**src/rtl/substractor_seq_pkg.sv**
```systemverilog
// Shared definitions for the sequential subtractor: slice width and FSM states.
package substractor_seq_pkg;

  localparam int unsigned SUB_SLICE_W = 4;

  typedef enum logic {
    S_IDLE,
    S_RUN
  } state_t;

endpackage

```
**src/rtl/substractor_seq_if.sv**
```systemverilog
// Request/result bundle for the sequential subtractor.
interface substractor_seq_if #(
  parameter int unsigned WIDTH = 16
);

  logic             i_start;
  logic [WIDTH-1:0] i_op1;
  logic [WIDTH-1:0] i_op2;
  logic             i_borrow;
  logic             o_busy;
  logic             o_done;
  logic [WIDTH-1:0] o_sub;
  logic             o_borrow;
  logic             o_overflow;
  logic             o_zero;

  modport master (
    output i_start, i_op1, i_op2, i_borrow,
    input  o_busy, o_done, o_sub, o_borrow, o_overflow, o_zero
  );

  modport slave (
    input  i_start, i_op1, i_op2, i_borrow,
    output o_busy, o_done, o_sub, o_borrow, o_overflow, o_zero
  );

endinterface

```
**src/rtl/substractor_4bit.sv**
```systemverilog
// Gate-level 4-bit ripple subtractor slice: {o_borrow,o_sub} = i_op1 - i_op2 - i_borrow.
module substractor_4bit
  import substractor_seq_pkg::*;
(
  input  logic [SUB_SLICE_W-1:0] i_op1,
  input  logic [SUB_SLICE_W-1:0] i_op2,
  input  logic                   i_borrow,
  output logic [SUB_SLICE_W-1:0] o_sub,
  output logic                   o_borrow
);

  logic [SUB_SLICE_W:0] bchain;

  assign bchain[0] = i_borrow;

  for (genvar i = 0; i < SUB_SLICE_W; i++) begin : g_bit
    logic diff_ab;
    assign diff_ab     = i_op1[i] ^ i_op2[i];
    assign o_sub[i]    = diff_ab ^ bchain[i];
    assign bchain[i+1] = (~i_op1[i] & i_op2[i]) | (~diff_ab & bchain[i]);
  end

  assign o_borrow = bchain[SUB_SLICE_W];

endmodule

```
**src/rtl/substractor_seq.sv**
```systemverilog
// Multi-cycle subtractor: one 4-bit slice per cycle through a shared slice, LSB first,
// with start/done handshake and signed-overflow / zero flags.
module substractor_seq
  import substractor_seq_pkg::*;
#(
  parameter int unsigned WIDTH = 16
) (
  input  logic                 i_clk,
  input  logic                 i_rst,
  substractor_seq_if.slave     bus
);

  localparam int unsigned SLICES = WIDTH / SUB_SLICE_W;
  localparam int unsigned CNT_W  = (SLICES > 1) ? $clog2(SLICES) : 1;
  localparam logic [CNT_W-1:0] LAST_CNT = CNT_W'(SLICES - 1);

  if ((WIDTH % SUB_SLICE_W) != 0 || WIDTH < SUB_SLICE_W) begin : g_bad_width
    $error("substractor_seq: WIDTH must be a multiple of 4 and >= 4");
  end

  state_t           state, state_nxt;
  logic [CNT_W-1:0] cnt;
  logic [WIDTH-1:0] op1_sr, op2_sr;
  logic [WIDTH-1:0] acc, acc_nxt;
  logic             borrow_r;
  logic             op1_msb, op2_msb;
  logic             accept, slice_en, last_slice;

  logic [SUB_SLICE_W-1:0] sl_sub;
  logic                   sl_borrow;

  substractor_4bit u_slice (
    .i_op1    (op1_sr[SUB_SLICE_W-1:0]),
    .i_op2    (op2_sr[SUB_SLICE_W-1:0]),
    .i_borrow (borrow_r),
    .o_sub    (sl_sub),
    .o_borrow (sl_borrow)
  );

  always_ff @(posedge i_clk) begin
    if (i_rst) state <= S_IDLE;
    else       state <= state_nxt;
  end

  always_comb begin
    state_nxt = state;
    unique case (state)
      S_IDLE: if (bus.i_start)           state_nxt = S_RUN;
      S_RUN:  if (cnt == LAST_CNT)       state_nxt = S_IDLE;
      default:                           state_nxt = S_IDLE;
    endcase
  end

  always_comb begin
    accept     = (state == S_IDLE) && bus.i_start;
    slice_en   = (state == S_RUN);
    last_slice = slice_en && (cnt == LAST_CNT);
    bus.o_busy = (state == S_RUN);
  end

  // Accumulator with the current slice merged in; on the last slice this is the full result,
  // so outputs can be loaded in the same edge the final slice is produced.
  always_comb begin
    acc_nxt = acc;
    acc_nxt[int'(cnt)*SUB_SLICE_W +: SUB_SLICE_W] = sl_sub;
  end

  always_ff @(posedge i_clk) begin
    if (i_rst) begin
      cnt            <= '0;
      op1_sr         <= '0;
      op2_sr         <= '0;
      acc            <= '0;
      borrow_r       <= 1'b0;
      op1_msb        <= 1'b0;
      op2_msb        <= 1'b0;
      bus.o_done     <= 1'b0;
      bus.o_sub      <= '0;
      bus.o_borrow   <= 1'b0;
      bus.o_overflow <= 1'b0;
      bus.o_zero     <= 1'b0;
    end else begin
      bus.o_done <= last_slice;
      if (accept) begin
        op1_sr   <= bus.i_op1;
        op2_sr   <= bus.i_op2;
        borrow_r <= bus.i_borrow;
        op1_msb  <= bus.i_op1[WIDTH-1];
        op2_msb  <= bus.i_op2[WIDTH-1];
        cnt      <= '0;
      end else if (slice_en) begin
        acc      <= acc_nxt;
        borrow_r <= sl_borrow;
        op1_sr   <= op1_sr >> SUB_SLICE_W;
        op2_sr   <= op2_sr >> SUB_SLICE_W;
        cnt      <= last_slice ? '0 : cnt + 1'b1;
        if (last_slice) begin
          bus.o_sub      <= acc_nxt;
          bus.o_borrow   <= sl_borrow;
          bus.o_overflow <= (op1_msb ^ op2_msb) & (op1_msb ^ acc_nxt[WIDTH-1]);
          bus.o_zero     <= ~|acc_nxt;
        end
      end
    end
  end

endmodule

```
**src/flat_wrapper.sv**
```systemverilog
// flat-port wrapper written by rule: the top's interface ports become plain ports
module substractor_seq_flat import substractor_seq_pkg::*;
#(
  parameter int unsigned WIDTH = 16
)
  (i_clk, i_rst, bus_i_start, bus_i_op1, bus_i_op2, bus_i_borrow, bus_o_busy, bus_o_done, bus_o_sub, bus_o_borrow, bus_o_overflow, bus_o_zero);
  substractor_seq_if #(.WIDTH(WIDTH)) bus_i ();
  input  logic i_clk;
  input  logic i_rst;
  input wire logic [$bits(bus_i.i_start)-1:0] bus_i_start;
  input wire logic [$bits(bus_i.i_op1)-1:0] bus_i_op1;
  input wire logic [$bits(bus_i.i_op2)-1:0] bus_i_op2;
  input wire logic [$bits(bus_i.i_borrow)-1:0] bus_i_borrow;
  output wire logic [$bits(bus_i.o_busy)-1:0] bus_o_busy;
  output wire logic [$bits(bus_i.o_done)-1:0] bus_o_done;
  output wire logic [$bits(bus_i.o_sub)-1:0] bus_o_sub;
  output wire logic [$bits(bus_i.o_borrow)-1:0] bus_o_borrow;
  output wire logic [$bits(bus_i.o_overflow)-1:0] bus_o_overflow;
  output wire logic [$bits(bus_i.o_zero)-1:0] bus_o_zero;
  assign bus_i.i_start = bus_i_start;
  assign bus_i.i_op1 = bus_i_op1;
  assign bus_i.i_op2 = bus_i_op2;
  assign bus_i.i_borrow = bus_i_borrow;
  assign bus_o_busy = bus_i.o_busy;
  assign bus_o_done = bus_i.o_done;
  assign bus_o_sub = bus_i.o_sub;
  assign bus_o_borrow = bus_i.o_borrow;
  assign bus_o_overflow = bus_i.o_overflow;
  assign bus_o_zero = bus_i.o_zero;
  substractor_seq #(.WIDTH(WIDTH)) u_core (.i_clk(i_clk), .i_rst(i_rst), .bus(bus_i));
endmodule
```
**config.mk**
```make
export PLATFORM = sky130hd
export DESIGN_NAME = substractor_seq_flat
export DESIGN_NICKNAME = d
export VERILOG_FILES = /design/src/rtl/substractor_seq_pkg.sv /design/src/rtl/substractor_seq_if.sv /design/src/rtl/substractor_4bit.sv /design/src/rtl/substractor_seq.sv /design/src/flat_wrapper.sv
export SDC_FILE = /design/constraint.sdc
export NUM_CORES = 1
export LEC_CHECK = 0
export ABC_AREA = 1
export ABC_CLOCK_PERIOD_IN_PS = 6340
export CAP_MARGIN = 25
export CORE_MARGIN = 5
export CORE_UTILIZATION = 50
export DETAILED_ROUTE_END_ITERATION = 6
export GPL_ROUTABILITY_DRIVEN = 0
export PLACE_DENSITY = 0.8
export SLEW_MARGIN = 20
export SYNTH_ARGS = -nofsm -noshare
export SYNTH_HDL_FRONTEND = slang
export SYNTH_SLANG_ARGS = --single-unit
```
**constraint.sdc**
```tcl
create_clock -name i_clk -period 6.34 [get_ports i_clk]
set_clock_uncertainty 0.2 [all_clocks]
set_input_delay 0.634 -clock i_clk [delete_from_list [all_inputs] [get_ports i_clk]]
set_output_delay 0.634 -clock i_clk [all_outputs]
set_load 0.01 [all_outputs]
```
==> out/results.md, run 1 <==
| Result | Value | Unit |
|---|---|---|
| Vias in the first global route | 2,869 | - |
| Data arrival time at the worst-slack endpoint | 2950 | ps |
| Headroom to the max-slew limit | 50.8 | % |
| Starting density of the core | 50.6 | % |
| Sequential area share after synthesis | 43.9 | % |
| Post-route DRC violation count | 0 | - |
| Shortest clock period the worst path allows after layout | 2910 | ps |
| Total of buffers placed on input and output ports | 56 | - |
| Post-synthesis instance total | 469 | - |
| CP Capture Type | register | - |
| Maximum number of pins on one net before global-route repair | 36 | - |
| Cells on Worst Hold Path | 2 | - |
| Number of endpoints failing setup at the final stage | 0 | - |
| Setup repair after global routing missed its margin | false | - |
| Clock latency reported for the late side of the worst-skew pair | 350 | ps |
| Die X | 92.2 | um |
| Longest Clk Path Bufs | 2 | - |
| I/O pin cnt | 57 | - |
| Maximum fanout along the worst path | 4 | - |
| Number of violations reported at the end of detailed-routing iteration 0 | 144 | - |
| Post-DP HPWL | 5.48 | mm |
| Final std cells w/o fill | 601 | - |
| Global-route usage over all layers | 18.9 | % |
| Vias per Instance | 5.01 | - |
| TritonCTS Buffers | 9 | - |
| Total number of placement rows | 30 | - |
| Result of the run | complete, no violations | - |
| Register-to-Register Path Depth | 14 | - |
| Global-route wire length before repair | 12.7 | mm |
| Maximum vdd drop | 0.119 | mV |
| Critical Path Source Type | register | - |
| # clock sinks | 74 | - |
| Fraction of synthesized cell area taken by the top area cell type | 43.9 | % |
| Net count of the finished layout | 563 | - |
| Number of filler cells placed in the layout | 620 | - |
| Number of hold-slack violations in the final timing report | 0 | - |
| Clk pin slew, worst setup/hold paths | 70 | ps |
| Clock tree from TritonCTS | built | - |
| TritonRoute pass-1 iters | 5 | - |
| Number of flops mapped to enable cells by yosys | 0 | - |
| Maximum operating frequency | 0.343 | GHz |
| Power per cell area | 232 | nW/um2 |
| Post-detailed-route wirelength per cell | 12.7 | um |
| Sum of negative setup slack | 0 | ps |
| Setup CP Type | reg -> reg | - |
| Max-slew violation count | 0 | - |
| Top cell types by occurrence after synthesis | 155 x nand2_1, 74 x dfxtp_1, 72 x inv_1 | - |
| Hold/Removal Path Class | reg -> reg | - |
| Cell leakage power | 1.91 | nW |
| Antenna fix cells | 0 | - |
| Share of async-settable or async-resettable flops after synthesis | 0 | % |
| Area occupied by multi-input gates | 1490 | um2 |
| Net Count, Synth | 514 | - |
| Final antenna-violating net count | 0 | - |
| Share of final-layout standard cells stronger than drive strength 1 | 6.91 | % |
| Initial antenna violation count | 0 | - |
| Core region area | 6680 | um2 |
| Most used standard cell by instance count after synthesis | nand2_1 | - |
| Unique cell type count in the Yosys netlist | 28 | - |
| Synthesized area | 3380 | um2 |
| Remaining global-route overflow | 0 | - |
| Via count | 3,012 | - |
| Top FF cell, synth | dfxtp_1 | - |
| FF+latch area | 1480 | um2 |
| Clock root buffer | clkbuf_8 | - |
| Final wirelength | 7.65 | mm |
| Resized Gates After CTS | 0 | - |
| Area overhead of the layout relative to synthesis | 21.2 | % |
| Max-cap viol count | 0 | - |
| CTS hold repair buffers | 0 | - |
| Post-synthesis cell type with the largest combined area | dfxtp_1 | - |
| Period utilization | 46.0 | % |
| Slew at the pin closest to its max-slew limit | 735 | ps |
| Number of synthesized register bits | 74 | - |
| Synthesized area per cell | 7.20 | um2 |
| Vertical extent of the die | 92.2 | um |
| # H-tree levels | 3 | - |
| Warning count from the yosys run | 0 | - |
| Cell count after placement | 587 | - |
| Data required time of the critical path | 6380 | ps |
| Post-CTS setup repair buffer count | 0 | - |
| Design Power | 0.952 | mW |
| Biggest area contributors in the synthesized netlist | dfxtp_1 44%, nand2_1 17%, inv_1 8.0% | - |
| Die Area | 8500 | um2 |
## critical path, stage by stage, from the launching register on
cell and delay [ps]:
dfxtp_1 360, fa_1 180, inv_1 50, fa_1 380
fa_1 370, inv_1 70, fa_1 430, nor2_1 270
nand3_2 110, nand2_2 110, nor2_1 50, nand2_1 70
nor2_1 50, nand3_1 60, nand2_1 50
## path summary, 6_finish.rpt
kind,startpoint,end,slack (ps)
max,u_core.borrow_r,u_core.bus.o_zero,3430
min,u_core.acc[13],u_core.acc[13],250
max reg2reg,u_core.borrow_r,u_core.bus.o_zero,3430
min reg2reg,u_core.acc[13],u_core.acc[13],250
## placed cells by master, fill, tap and decap left out, types with 10 or more instances in the layout
master,count
o211ai_1,16
dfxtp_1,74
o21ai_0,20
clkbuf_8,10
nor2_1,23
inv_1,72
a21oi_1,10
nand2_1,155
clkdlybuf4s50_1,56
nand3_1,28
## stage by stage
stage	hold slack, ps	area, um2	worst slack, ps	utilization [%]
2_1_floorplan	227	3380	3680	-
3_3_place_gp	237	3940	3510	59.0
3_5_place_dp	244	3940	3450	59.0
4_1_cts	256	4100	3430	61.3
5_1_grt	272	4100	3240	61.3
6_report	253	4100	3430	61.3
## sequential cells by signal, summed over array words and instances, names as in the netlist, 2 cells and up
name and flops:
u_core.op2_sr 16, u_core.cnt 2, u_core.acc 16, u_core.bus.o_sub 16
u_core.op1_sr 16
## per-layer routing
layer	track usage (%)	wire [um]
met4	9.78	133
met5	0	0
met2	31.6	3730
met1	22.5	3300
met3	4.51	488
## where the power goes
group	switching, mW	internal, mW	total [mW]
combinational	0.0847	0.0599	0.145
clock	0.159	0.149	0.308
sequential	0.0136	0.485	0.499
total	0.257	0.694	0.952
## logic make-up (layout without fill, tap and decap cells)
| logic type | after synthesis | in the layout | synth area share, % |
|---|---|---|---|
| and+or+nand+nor | 225 | 225 | 28.1 |
| DFF | 74 | 74 | 43.9 |
| buffers and inverters | 98 | 150 | 12.0 |
| adders and majority gates | 9 | 9 | 4.22 |
| AOI/OAI and AO/OA | 63 | 63 | 11.9 |
## final cells by class
type	count	share of cell area (%)
multi-input combinational	297	36.4
inverter	78	7.15
timing repair buffer	58	14.1
tap	80	2.44
clock buffer	14	3.73
sequential	74	36.2
Note: power is estimated with default switching activity, not from simulation.
==> run 2, diff against run 1 <==
--- a/config.mk
+++ b/config.mk
@@ -6,10 +6,10 @@
 export NUM_CORES = 1
 export LEC_CHECK = 0
 export ABC_AREA = 1
-export ABC_CLOCK_PERIOD_IN_PS = 6340
+export ABC_CLOCK_PERIOD_IN_PS = 2400
 export CAP_MARGIN = 25
 export CORE_MARGIN = 5
-export CORE_UTILIZATION = 50
+export CORE_UTILIZATION = 48
 export DETAILED_ROUTE_END_ITERATION = 6
 export GPL_ROUTABILITY_DRIVEN = 0
 export PLACE_DENSITY = 0.8
==> constraint.sdc (replaced) <==
create_clock -name i_clk -period 2.4 [get_ports i_clk]
set_clock_uncertainty 0.2 [all_clocks]
set_input_delay 0.24 -clock i_clk [delete_from_list [all_inputs] [get_ports i_clk]]
set_output_delay 0.24 -clock i_clk [all_outputs]
set_load 0.01 [all_outputs]
==> run 2 against run 1 <==
The run now ends with setup timing left. Design area up 5.4%. Count of clock-buffer cells in the layout shrank 4. Wire length rose by 3.9%. Sequential share of layout area is 1.8 points lower. Combinational power grew to 3.0 times the previous value. Sequential power grew to 2.6 times the previous value.
==> out/results.md, run 2 (synthesized netlist as in run 1, its figures left out) <==
| Result | Value | Unit |
|---|---|---|
| Share of final-layout standard cells stronger than drive strength 1 | 14.6 | % |
| Area overhead of the layout relative to synthesis | 27.7 | % |
| Post-DP HPWL | 5.77 | mm |
| Hold_ws | 231 | ps |
| Global-route wire length before repair | 13.4 | mm |
| CP Capture Type | register | - |
| Final std cells w/o fill | 632 | - |
| # H-tree levels | 3 | - |
| Final worst slack | -406 | ps |
| Headroom to the max-slew limit | 65.6 | % |
| Maximum vdd drop | 0.270 | mV |
| Post-detailed-route wirelength per cell | 12.6 | um |
| Data required time of the critical path | 2500 | ps |
| Reg2Reg Setup Slack | -410 | ps |
| Clock latency reported for the late side of the worst-skew pair | 360 | ps |
| Number of violations reported at the end of detailed-routing iteration 0 | 122 | - |
| Commonest non-fill, non-tap cell in the layout | nand2_1 | - |
| Total of buffers placed on input and output ports | 56 | - |
| Critical R2R Launch | u_core.borrow_r | - |
| Cells on Worst Hold Path | 3 | - |
| Result of the run | finished with violations | - |
| Initial antenna violation count | 0 | - |
| Antenna fix cells | 0 | - |
| I/O pin cnt | 57 | - |
| Family with the most delay on the worst path | adder cells | - |
| Shortest clock period the worst path allows after layout | 2810 | ps |
| Die Area | 8820 | um2 |
| Max-slew violation count | 0 | - |
| Final wirelength | 7.95 | mm |
| TritonRoute pass-1 iters | 5 | - |
| CP peak stage delay | 570 | ps |
| TritonCTS Buffers | 9 | - |
| Die X | 93.9 | um |
| Number of hold-slack violations in the final timing report | 0 | - |
| Cell type of the slowest stage on the worst timing path | fa_2 | - |
| Final antenna-violating net count | 0 | - |
| Global-route usage over all layers | 19.1 | % |
| Post-route DRC violation count | 0 | - |
| Maximum operating frequency | 0.356 | GHz |
| Cell-internal power | 1.98 | mW |
| Critical Path Source Type | register | - |
| Via count | 3,110 | - |
| Max-cap viol count | 0 | - |
| Maximum number of pins on one net before global-route repair | 35 | - |
| Vertical extent of the die | 93.9 | um |
| Critical path, cell by cell | fa_2 > inv_2 > fa_2 > fa_2 > inv_2 > fa_2 > nor2_4 > buf_4 > a22oi_2 > nand2_1 > nor2_2 > nand3_1 > nand2_1 | - |
| Hold/Removal Path Class | in -> reg | - |
| Vias per Instance | 4.92 | - |
| Cell leakage power | 2.00 | nW |
| Number of endpoints failing setup at the final stage | 10 | - |
| Starting density of the core | 49.5 | % |
| Highest-count cells in the layout ignoring fill and taps | 151 x nand2_1, 71 x dfxtp_1, 66 x inv_1 | - |
| Clk pin slew, worst setup/hold paths | 80 | ps |
| Violated checks | setup timing | - |
| Power per cell area | 632 | nW/um2 |
| Register-to-Register Path Depth | 13 | - |
| Data arrival time at the worst-slack endpoint | 2900 | ps |
| Relative contribution of the clock network to total power | 35.8 | % |
| CTS hold repair buffers | 0 | - |
| Power share of the combinational group | 16.0 | % |
| P_sw | 0.749 | mW |
| Most frequent CP cell | fa_2 | - |
| # clock sinks | 74 | - |
| Number of filler cells placed in the layout | 615 | - |
| Clock tree from TritonCTS | built | - |
| Min-Delay Endpoint | u_core.op1_sr[12] | - |
| Setup CP Type | reg -> reg | - |
| Vias in the first global route | 3,005 | - |
| Period utilization | 117 | % |
| Total number of placement rows | 30 | - |
| Clock root buffer | clkbuf_8 | - |
| Core region area | 6830 | um2 |
| Source of the worst hold timing path | bus_i_op1[12] | - |
| Sum of negative setup slack | -2210 | ps |
| Maximum fanout along the worst path | 4 | - |
| Longest Clk Path Bufs | 2 | - |
| Sequential group share of total power | 48.1 | % |
| Terminus of the critical flop-to-flop path | u_core.bus.o_zero | - |
| Cell count after placement | 611 | - |
| Net Sw Frac | 27.5 | % |
| Slew at the pin closest to its max-slew limit | 516 | ps |
| CP Buf/Inv Count | 3 | - |
| Setup repair after global routing missed its margin | true | - |
| Pre-CTS WS | -384 | ps |
| Remaining global-route overflow | 0 | - |
| Net count of the finished layout | 576 | - |
-- run 2: cell type report --
cell class	instances	area, um2	share of cell area (%)
clock buffers	10	138	3.19
clock inverters	6	66.3	1.54
inverters	78	293	6.78
multi-input cells	297	1540	35.7
flip-flops and latches	74	1490	34.4
well taps	96	120	2.78
repair buffers	71	673	15.6
-- run 2: metrics by stage --
stage	utilization [%]	instance area, um2	power, mW
after floorplan	-	3390	1.61
after global placement	59.0	4030	1.73
after detailed placement	59.0	4030	1.74
after CTS	62.5	4270	2.72
after global routing	63.2	4320	2.85
final	63.2	4320	2.73
-- run 2: repair_timing --
item                                    in CTS  in global routing
pin swaps                                    2                  1
setup buffers                                2                  3
endpoints found under the setup margin      10                 14
resized for setup                           11                 11
-- run 2: power by group through the flow --
stage / registers [mW] / logic (mW) / clock network (mW)
2_1_floorplan: 1.33 / 0.277 / 0
3_3_place_gp: 1.34 / 0.394 / 0
3_5_place_dp: 1.34 / 0.406 / 0
4_1_cts: 1.31 / 0.418 / 0.992
5_1_grt: 1.32 / 0.486 / 1.05
6_report: 1.31 / 0.436 / 0.977
-- run 2: worst max path at each step --
stage                                 from           endpoint  slack [ps]  cells past startpoint
after CTS                  u_core.borrow_r  u_core.bus.o_zero        -340                     14
after global placement    u_core.op1_sr[0]  u_core.bus.o_zero        -290                     15
after floorplan           u_core.op1_sr[0]  u_core.bus.o_zero        -150                     15
final                      u_core.borrow_r  u_core.bus.o_zero        -410                     13
after detailed placement  u_core.op1_sr[0]  u_core.bus.o_zero        -380                     15
after global routing       u_core.borrow_r  u_core.bus.o_zero        -540                     13
-- run 2: per-layer routing --
| metal | wire length [um] | global-route usage [%] | vias up |
|---|---|---|---|
| met4 | 140 | 6.86 | 0 |
| met5 | 0 | 0 | - |
| li1 | - | - | 1580 |
| met3 | 436 | 4.17 | 20 |
| met2 | 3940 | 33.9 | 97 |
| met1 | 3420 | 22.5 | 1413 |
-- run 2: tightest hold or removal path, stage by stage --
cell	delay [ps]
clkdlybuf4s50_1	390
nand2_1	60
a21oi_1	50
